==> config.mk <==
export PLATFORM = sky130hd
export DESIGN_NAME = mii_rx_elastic_flat
export DESIGN_NICKNAME = d
export VERILOG_FILES = /design/src/rtl/mii_rx_elastic_pkg.sv /design/src/rtl/mii_rx_elastic_if.sv /design/src/rtl/mii_ce_gen.sv /design/src/rtl/mii_rx_elastic.sv /design/src/flat_wrapper.sv
export SDC_FILE = /design/constraint.sdc
export NUM_CORES = 1
export LEC_CHECK = 0
export ABC_CLOCK_PERIOD_IN_PS = 3000
export BUFFER_PORTS_ARGS = -buffer_cell sky130_fd_sc_hd__buf_2
export CORE_MARGIN = 10
export CORE_UTILIZATION = 53
export DETAILED_ROUTE_END_ITERATION = 8
export PLACE_DENSITY = 0.81
export SLEW_MARGIN = 20
export SYNTH_ARGS = -nofsm -noshare
export SYNTH_HDL_FRONTEND = slang
export SYNTH_SLANG_ARGS = --single-unit
==> constraint.sdc <==
create_clock -name clk -period 3 [get_ports clk]
set_input_delay 0.15 -clock clk [delete_from_list [all_inputs] [get_ports clk]]
set_output_delay 0.15 -clock clk [all_outputs]
set_load 0.02 [all_outputs]
==> src/rtl/mii_rx_elastic_pkg.sv <==
// Shared encodings for the MII receive elastic buffer.
// FSM states, FIFO entry layout and the nominal CE divider.
package mii_rx_elastic_pkg;

  localparam logic [1:0] ST_IDLE  = 2'd0;
  localparam logic [1:0] ST_FILL  = 2'd1;
  localparam logic [1:0] ST_RUN   = 2'd2;
  localparam logic [1:0] ST_FLUSH = 2'd3;

  localparam int ENT_EOF = 5;
  localparam int ENT_ERR = 4;

  localparam int CE_DIV_NOM = 5;

  typedef struct packed {
    logic       eof;
    logic       err;
    logic [3:0] data;
  } entry_t;

  function automatic entry_t mk_entry(
    input logic       eof,
    input logic       err,
    input logic [3:0] data
  );
    entry_t e;
    e.eof  = eof;
    e.err  = err;
    e.data = data;
    return e;
  endfunction

endpackage

==> src/rtl/mii_rx_elastic_if.sv <==
// PCS-side nibble input and pin-driver-side output bundle.
// master = PCS/bench, slave = elastic buffer.
interface mii_rx_elastic_if;
  logic       in_ce;
  logic       in_valid;
  logic       in_err;
  logic [3:0] in_data;
  logic       ce;
  logic       valid;
  logic       err;
  logic [3:0] data;
  logic       overflow;
  logic       underflow;

  modport master (
    output in_ce, in_valid, in_err, in_data,
    input  ce, valid, err, data, overflow, underflow
  );

  modport slave (
    input  in_ce, in_valid, in_err, in_data,
    output ce, valid, err, data, overflow, underflow
  );
endinterface

==> src/rtl/mii_ce_gen.sv <==
// Free-running output nibble strobe, one pulse every CE_DIV clocks.
// First pulse lands CE_DIV clocks after reset release.
module mii_ce_gen
  import mii_rx_elastic_pkg::*;
#(
  parameter int CE_DIV = CE_DIV_NOM
) (
  input  logic clk,
  input  logic rst_n,
  output logic ce
);

  localparam int CW = (CE_DIV > 1) ? $clog2(CE_DIV) : 1;
  localparam logic [CW-1:0] LAST = CW'(CE_DIV - 1);

  logic [CW-1:0] cnt_q, cnt_d;
  logic          ce_q, ce_d;

  always_comb begin
    cnt_d = (cnt_q == LAST) ? '0 : cnt_q + 1'b1;
    ce_d  = (cnt_q == LAST);
  end

  always_ff @(posedge clk or negedge rst_n) begin
    if (!rst_n) begin
      cnt_q <= '0;
      ce_q  <= 1'b0;
    end else begin
      cnt_q <= cnt_d;
      ce_q  <= ce_d;
    end
  end

  assign ce = ce_q;

endmodule

==> src/rtl/mii_rx_elastic.sv <==
// Elastic FIFO + rate adapter feeding the MII RX pin driver.
// MII_RX_ELASTIC_STATS_EN adds saturating ovf/unf counters.
module mii_rx_elastic
  import mii_rx_elastic_pkg::*;
#(
  parameter int DEPTH   = 16,
  parameter int PREFILL = 8,
  parameter int CE_DIV  = CE_DIV_NOM
) (
  input  logic              clk,
  input  logic              rst_n,
  mii_rx_elastic_if.slave   bus
`ifdef MII_RX_ELASTIC_STATS_EN
  ,
  output logic [15:0]       ovf_count,
  output logic [15:0]       unf_count
`endif
);

  localparam int AW = $clog2(DEPTH);
  localparam int LW = AW + 1;

  logic          ce;
  logic [AW-1:0] wptr_q, wptr_d, rptr_q, rptr_d;
  logic [LW-1:0] level_q, level_d, eofs_q, eofs_d;
  logic          corrupt_q, corrupt_d, prev_v_q, prev_v_d;
  logic [1:0]    st_q, st_d;
  logic          valid_q, valid_d, err_q, err_d;
  logic [3:0]    data_q, data_d;
  logic          ovf_q, ovf_d, unf_q, unf_d;
  logic          full, empty, drop;
  logic          push, push_dat, push_eof, pop;
  entry_t        mem_q [DEPTH];
  entry_t        wdata, rdata;

  mii_ce_gen #(.CE_DIV(CE_DIV)) u_ce (
    .clk   (clk),
    .rst_n (rst_n),
    .ce    (ce)
  );

  // One slot stays free so the EOF marker always fits.
  always_comb begin
    full      = level_q >= LW'(DEPTH - 1);
    push_dat  = bus.in_ce && bus.in_valid && !full;
    drop      = bus.in_ce && bus.in_valid && full;
    push_eof  = bus.in_ce && !bus.in_valid && prev_v_q;
    push      = push_dat || push_eof;
    wdata     = push_eof ? mk_entry(1'b1, 1'b0, 4'h0)
                         : mk_entry(1'b0, bus.in_err | corrupt_q,
                                    bus.in_data);
    corrupt_d = drop ? 1'b1 : (push_dat ? 1'b0 : corrupt_q);
    prev_v_d  = bus.in_ce ? bus.in_valid : prev_v_q;
    ovf_d     = drop;
  end

  always_comb begin
    rdata   = mem_q[rptr_q];
    empty   = (level_q == '0);
    st_d    = st_q;
    valid_d = valid_q;
    err_d   = err_q;
    data_d  = data_q;
    pop     = 1'b0;
    unf_d   = 1'b0;
    if (ce) begin
      valid_d = 1'b0;
      err_d   = 1'b0;
      data_d  = 4'h0;
      unique case (st_q)
        ST_IDLE: if (!empty) st_d = ST_FILL;
        ST_FILL: begin
          if (level_q >= LW'(PREFILL) || eofs_q != '0)
            st_d = ST_RUN;
        end
        ST_RUN: begin
          if (empty) begin
            valid_d = 1'b1;
            err_d   = 1'b1;
            unf_d   = 1'b1;
            st_d    = ST_FLUSH;
          end else begin
            pop = 1'b1;
            if (rdata.eof) begin
              st_d = ST_IDLE;
            end else begin
              valid_d = 1'b1;
              err_d   = rdata.err;
              data_d  = rdata.data;
            end
          end
        end
        ST_FLUSH: begin
          if (!empty) begin
            pop = 1'b1;
            if (rdata.eof) st_d = ST_IDLE;
          end
        end
        default: st_d = ST_IDLE;
      endcase
    end
  end

  always_comb begin
    wptr_d  = push ? wptr_q + 1'b1 : wptr_q;
    rptr_d  = pop ? rptr_q + 1'b1 : rptr_q;
    level_d = level_q;
    if (push && !pop) level_d = level_q + 1'b1;
    if (pop && !push) level_d = level_q - 1'b1;
    eofs_d = eofs_q;
    if (push_eof && !(pop && rdata.eof)) eofs_d = eofs_q + 1'b1;
    if (!push_eof && (pop && rdata.eof)) eofs_d = eofs_q - 1'b1;
  end

  always_ff @(posedge clk) begin
    if (push) mem_q[wptr_q] <= wdata;
  end

  always_ff @(posedge clk or negedge rst_n) begin
    if (!rst_n) begin
      wptr_q    <= '0;
      rptr_q    <= '0;
      level_q   <= '0;
      eofs_q    <= '0;
      corrupt_q <= 1'b0;
      prev_v_q  <= 1'b0;
      st_q      <= ST_IDLE;
      valid_q   <= 1'b0;
      err_q     <= 1'b0;
      data_q    <= 4'h0;
      ovf_q     <= 1'b0;
      unf_q     <= 1'b0;
    end else begin
      wptr_q    <= wptr_d;
      rptr_q    <= rptr_d;
      level_q   <= level_d;
      eofs_q    <= eofs_d;
      corrupt_q <= corrupt_d;
      prev_v_q  <= prev_v_d;
      st_q      <= st_d;
      valid_q   <= valid_d;
      err_q     <= err_d;
      data_q    <= data_d;
      ovf_q     <= ovf_d;
      unf_q     <= unf_d;
    end
  end

  assign bus.ce        = ce;
  assign bus.valid     = valid_q;
  assign bus.err       = err_q;
  assign bus.data      = data_q;
  assign bus.overflow  = ovf_q;
  assign bus.underflow = unf_q;

`ifdef MII_RX_ELASTIC_STATS_EN
  logic [15:0] ovf_cnt_q, ovf_cnt_d, unf_cnt_q, unf_cnt_d;

  always_comb begin
    ovf_cnt_d = ovf_cnt_q;
    unf_cnt_d = unf_cnt_q;
    if (ovf_d && ovf_cnt_q != 16'hffff) ovf_cnt_d = ovf_cnt_q + 1'b1;
    if (unf_d && unf_cnt_q != 16'hffff) unf_cnt_d = unf_cnt_q + 1'b1;
  end

  always_ff @(posedge clk or negedge rst_n) begin
    if (!rst_n) begin
      ovf_cnt_q <= '0;
      unf_cnt_q <= '0;
    end else begin
      ovf_cnt_q <= ovf_cnt_d;
      unf_cnt_q <= unf_cnt_d;
    end
  end

  assign ovf_count = ovf_cnt_q;
  assign unf_count = unf_cnt_q;
`endif

endmodule
==> src/flat_wrapper.sv <==
// flat-port wrapper written by rule: the top's interface ports become plain ports
module mii_rx_elastic_flat import mii_rx_elastic_pkg::*;
#(
  parameter int DEPTH   = 16,
  parameter int PREFILL = 8,
  parameter int CE_DIV  = CE_DIV_NOM
)
  (clk, rst_n, bus_in_ce, bus_in_valid, bus_in_err, bus_in_data, bus_ce, bus_valid, bus_err, bus_data, bus_overflow, bus_underflow);
  mii_rx_elastic_if bus_i ();
  input  logic clk;
  input  logic rst_n;
  input wire logic [$bits(bus_i.in_ce)-1:0] bus_in_ce;
  input wire logic [$bits(bus_i.in_valid)-1:0] bus_in_valid;
  input wire logic [$bits(bus_i.in_err)-1:0] bus_in_err;
  input wire logic [$bits(bus_i.in_data)-1:0] bus_in_data;
  output wire logic [$bits(bus_i.ce)-1:0] bus_ce;
  output wire logic [$bits(bus_i.valid)-1:0] bus_valid;
  output wire logic [$bits(bus_i.err)-1:0] bus_err;
  output wire logic [$bits(bus_i.data)-1:0] bus_data;
  output wire logic [$bits(bus_i.overflow)-1:0] bus_overflow;
  output wire logic [$bits(bus_i.underflow)-1:0] bus_underflow;
  assign bus_i.in_ce = bus_in_ce;
  assign bus_i.in_valid = bus_in_valid;
  assign bus_i.in_err = bus_in_err;
  assign bus_i.in_data = bus_in_data;
  assign bus_ce = bus_i.ce;
  assign bus_valid = bus_i.valid;
  assign bus_err = bus_i.err;
  assign bus_data = bus_i.data;
  assign bus_overflow = bus_i.overflow;
  assign bus_underflow = bus_i.underflow;
  mii_rx_elastic #(.DEPTH(DEPTH), .PREFILL(PREFILL), .CE_DIV(CE_DIV)) u_core (.clk(clk), .rst_n(rst_n), .bus(bus_i));
endmodule
==> key figures <==
Critical path
  – CP max stage cell: mux4_2
  – Critical path startpoint category: register
  – Element type at the critical path end: register
  – WP data arrival: 3330 ps
  – Critical R2R Capture: u_core.eofs_q[4]$_DFFE_PN0P_
  – Max FO, Critical Path: 5
  – Crit Path Category: register to register
  – CP startpoint: u_core.rptr_q[0]$_DFFE_PN0N_
  – CP Cell Sequence: mux4_2 -> mux4_2 -> and2_4 -> ha_4 -> fa_2 -> a21o_1 -> a21oi_2 -> xor2_1 -> nor2_1 -> xor2_1
  – Reg-to-reg slack, setup: 80 ps
  – Crit-path max cell delay: 500 ps
  – FF-to-FF path depth: 10
  – Cell depth of the worst setup path: 10
  – Worst path buffer plus inverter count: 0
  – R2r startpoint: u_core.rptr_q[0]$_DFFE_PN0N_
  – Required time worst endpoint: 3410 ps
  – Family with the most delay on the worst path: multiplexers

Global routing
  – Gr ovfl total: 0
  – Global-route wire length before repair: 18370 um
  – Largest net degree at the start of global routing: 35
  – Vias in the first global route: 3298
  – Initial antenna violation count: 0
  – GRT Util Overall: 16.67%

Floorplanning
  – Rows: 37
  – Core area: 10230 um2
  – DIE AREA: 14870 um2
  – Die span in x: 121.9 um
  – Die H: 121.9 um
  – Boundary Pins: 18
  – Initial Util: 53.83%

Pwr
  – PD cells: 912.6 nW/um2
  – Leakage: 2.473 nW
  – Maximum VDD drop: 0.0005289 V

Synth
  – Synth Net Count: 362
  – Cells after synthesis: 338
  – Seq/Total Area, Yosys: 67.79%
  – Yosys reg bits: 130
  – EDFF count, synth: 96
  – Ys Warns: 0
  – Yosys cell types: 42
  – Mapped Area: 5508 um2
  – Synth async-reset ratio: 26.15%
  – Avg Synthesized Cell Area: 16.30 um2
  – Main synth FF type: edfxtp_1

Drt
  – DRC viols: 0
  – DR pass1 iterations: 5
  – Vias per cell: 5.814
  – Antenna-violating nets left: 0
  – DR WL/cell: 21.48 um
  – 1st-iter DRT viols: 271
  – Wirelength, routed: 11430 um
  – Via count: 3093

Cells and area
  – # diodes: 0
  – Post-layout instance area: 6415 um2
  – Nets: 408
  – Fraction of layout cells with a size suffix above 1: 25.25%
  – Non-Filler Instances: 532
  – Layout area overhead: 16.47%

CTS
  – CTS Buf Count: 17
  – CTS root buffer: clkbuf_8
  – CTS tree: yes
  – Bufs on Longest Clock Path: 2
  – Clk sinks: 130
  – Clock-pin slew on the worst setup and hold paths: 60 ps
  – Worst-Skew Late Latency: 530 ps
  – # H-tree levels: 4

Place
  – Pre-CTS setup slack: -14.69 ps
  – GP Congestion: 0.8067
  – # port buffers: 17
  – DP Cell Count: 493
  – Post-Place Cell Area: 5838 um2
  – DP Wirelength: 7475 um

Timing
  – Final setup viols: 0
  – Final Cycle Share: 97.19%
  – Fin crit period: 2916 ps
  – Worst Tran Pin Value: 1158 ps
  – Relative slew slack: 22.51%
  – Fmax: 343.0 MHz
  – Final WS setup: 84.28 ps
  – Layout Skew: 10.57 ps
  – Unrepaired setup endpoints after global routing: true
  – Final Hold Vio Count: 0
  – Final Max Slew Viols: 0

Worst hold path
  – Tightest Hold Check Type: input pin to asynchronous set/reset pin

Job
  – Maxcap violations: 0

Run status
  – Status: complete, no violations
power by group:
part	internal [W]	total, W	switching (W)
Sequential	0.00220	0.00247	0.000265
Combinational	0.000792	0.00159	0.000800
Clock	0.00107	0.00179	0.000725
Total	0.00406	0.00585	0.00179
cell families after synthesis:
family | after synthesis | share of synthesized area (%)
AO/OA/AOI/OAI | 41 | 4.998
AND/OR/NAND/NOR | 67 | 6.224
multiplexers | 36 | 12.29
buffers and inverters | 32 | 2.453
flip-flops | 130 | 67.79
adder cells (fa/ha/maj) | 15 | 3.544
XOR/XNOR | 17 | 2.703
worst register-to-register path, stage by stage, from the launching register on:
cell and delay [ps]:
dfrtp_2 440, mux4_2 500, mux4_2 500, and2_4 170
ha_4 180, fa_2 340, a21o_1 170, a21oi_2 140
xor2_1 160, nor2_1 70, xor2_1 140
synthesized netlist by cell type, types with 2 or more instances:
cell type | count | share of area, %
edfxtp_1 | 96 | 52
dfrtp_1 | 34 | 15
mux4_2 | 21 | 8.6
nor2_1 | 20 | 1.4
inv_1 | 16 | 1.1
ha_1 | 14 | 3.2
clkbuf_1 | 11 | 0.75
nand2_1 | 11 | 0.75
and3_1 | 9 | 1.0
xnor2_1 | 9 | 1.4
a21oi_1 | 8 | 0.73
and2_1 | 8 | 0.91
mux2i_1 | 8 | 1.5
o21ai_0 | 8 | 0.73
xor2_1 | 8 | 1.3
a21o_1 | 7 | 0.95
a221oi_1 | 5 | 0.80
mux2_2 | 4 | 0.82
nor4_1 | 4 | 0.45
a22oi_1 | 3 | 0.41
mux4_1 | 3 | 1.4
nand3_1 | 3 | 0.27
o2bb2ai_1 | 3 | 0.48
or2_2 | 3 | 0.34
a31oi_1 | 2 | 0.23
buf_4 | 2 | 0.27
nor2b_1 | 2 | 0.23
nor3_1 | 2 | 0.18
layout make-up:
type,count,area (um2)
Sequential cell,130,3736
Clock inverter,14,98.84
Multi-Input combinational cell,176,1653
Fill cell,720,3816
Inverter,18,67.56
Timing Repair Buffer,41,275.3
Clock buffer,17,414.1
Tap cell,136,170.2
how the worst max path moves through the flow:
stage / slack (ps) / endpoint
after global routing: -30 / u_core.eofs_q[4]$_DFFE_PN0P_
final: 80 / u_core.eofs_q[4]$_DFFE_PN0P_
after floorplan: -50 / u_core.eofs_q[4]$_DFFE_PN0P_
after CTS: 2 / u_core.eofs_q[4]$_DFFE_PN0P_
after global placement: 60 / u_core.eofs_q[4]$_DFFE_PN0P_
after detailed placement: -10 / u_core.eofs_q[4]$_DFFE_PN0P_
layout by cell type (no fill, tap or decap), drive strengths merged, types with 5 or more instances in the layout:
cell    instances
xor2            8
and3            9
mux2i           8
nor2           20
clkinv         11
and2            8
mux4           24
a21o            7
edfxtp         96
buf            37
clkbuf         17
a221oi          5
ha             14
inv            17
nand2          11
a21oi           8
dfrtp          34
xnor2           9
o21ai           9
state kept, by name, summed over array words and instances (netlist names):
| signal | cells |
|---|---|
| u_core.bus.data | 4 |
| u_core.bus.err | 1 |
| u_core.bus.overflow | 1 |
| u_core.bus.underflow | 1 |
| u_core.bus.valid | 1 |
| u_core.corrupt_q | 1 |
| u_core.eofs_q | 5 |
| u_core.level_q | 5 |
| u_core.mem_q | 96 |
| u_core.prev_v_q | 1 |
| u_core.rptr_q | 4 |
| u_core.st_q | 2 |
| u_core.u_ce.ce | 1 |
| u_core.u_ce.cnt_q | 3 |
| u_core.wptr_q | 4 |
repair_timing:
action,CTS,global route
setup endpoints to repair,1,2
pin swaps,0,4
resized for setup,0,3
endpoints found under the hold margin,37,0
buffers inserted,1,3
hold buffers,4,0
stage by stage:
step / total power (W) / utilization, % / hold WS (ps) / TNS, ps
after floorplan: 0.003560 / - / -145.6 / -45.52
after global placement: 0.003939 / 57.06 / 261.4 / 0
after detailed placement: 0.004017 / 57.06 / 279.8 / -14.69
after CTS: 0.005839 / 62.54 / 238.3 / 0
after global routing: 0.006159 / 62.70 / 248.9 / -28.45
final: 0.005854 / 62.70 / 245.3 / 0
metal layers:
metal | routed length, um | track usage [%] | vias to the layer above
li1 | - | - | 1381
met1 | 4645 | 20.62 | 1572
met2 | 5799 | 26.24 | 120
met3 | 736 | 5.920 | 20
met4 | 246 | 6.781 | 0
met5 | 0 | 0 | -
No activity file was read; power rests on OpenSTA's default activity.
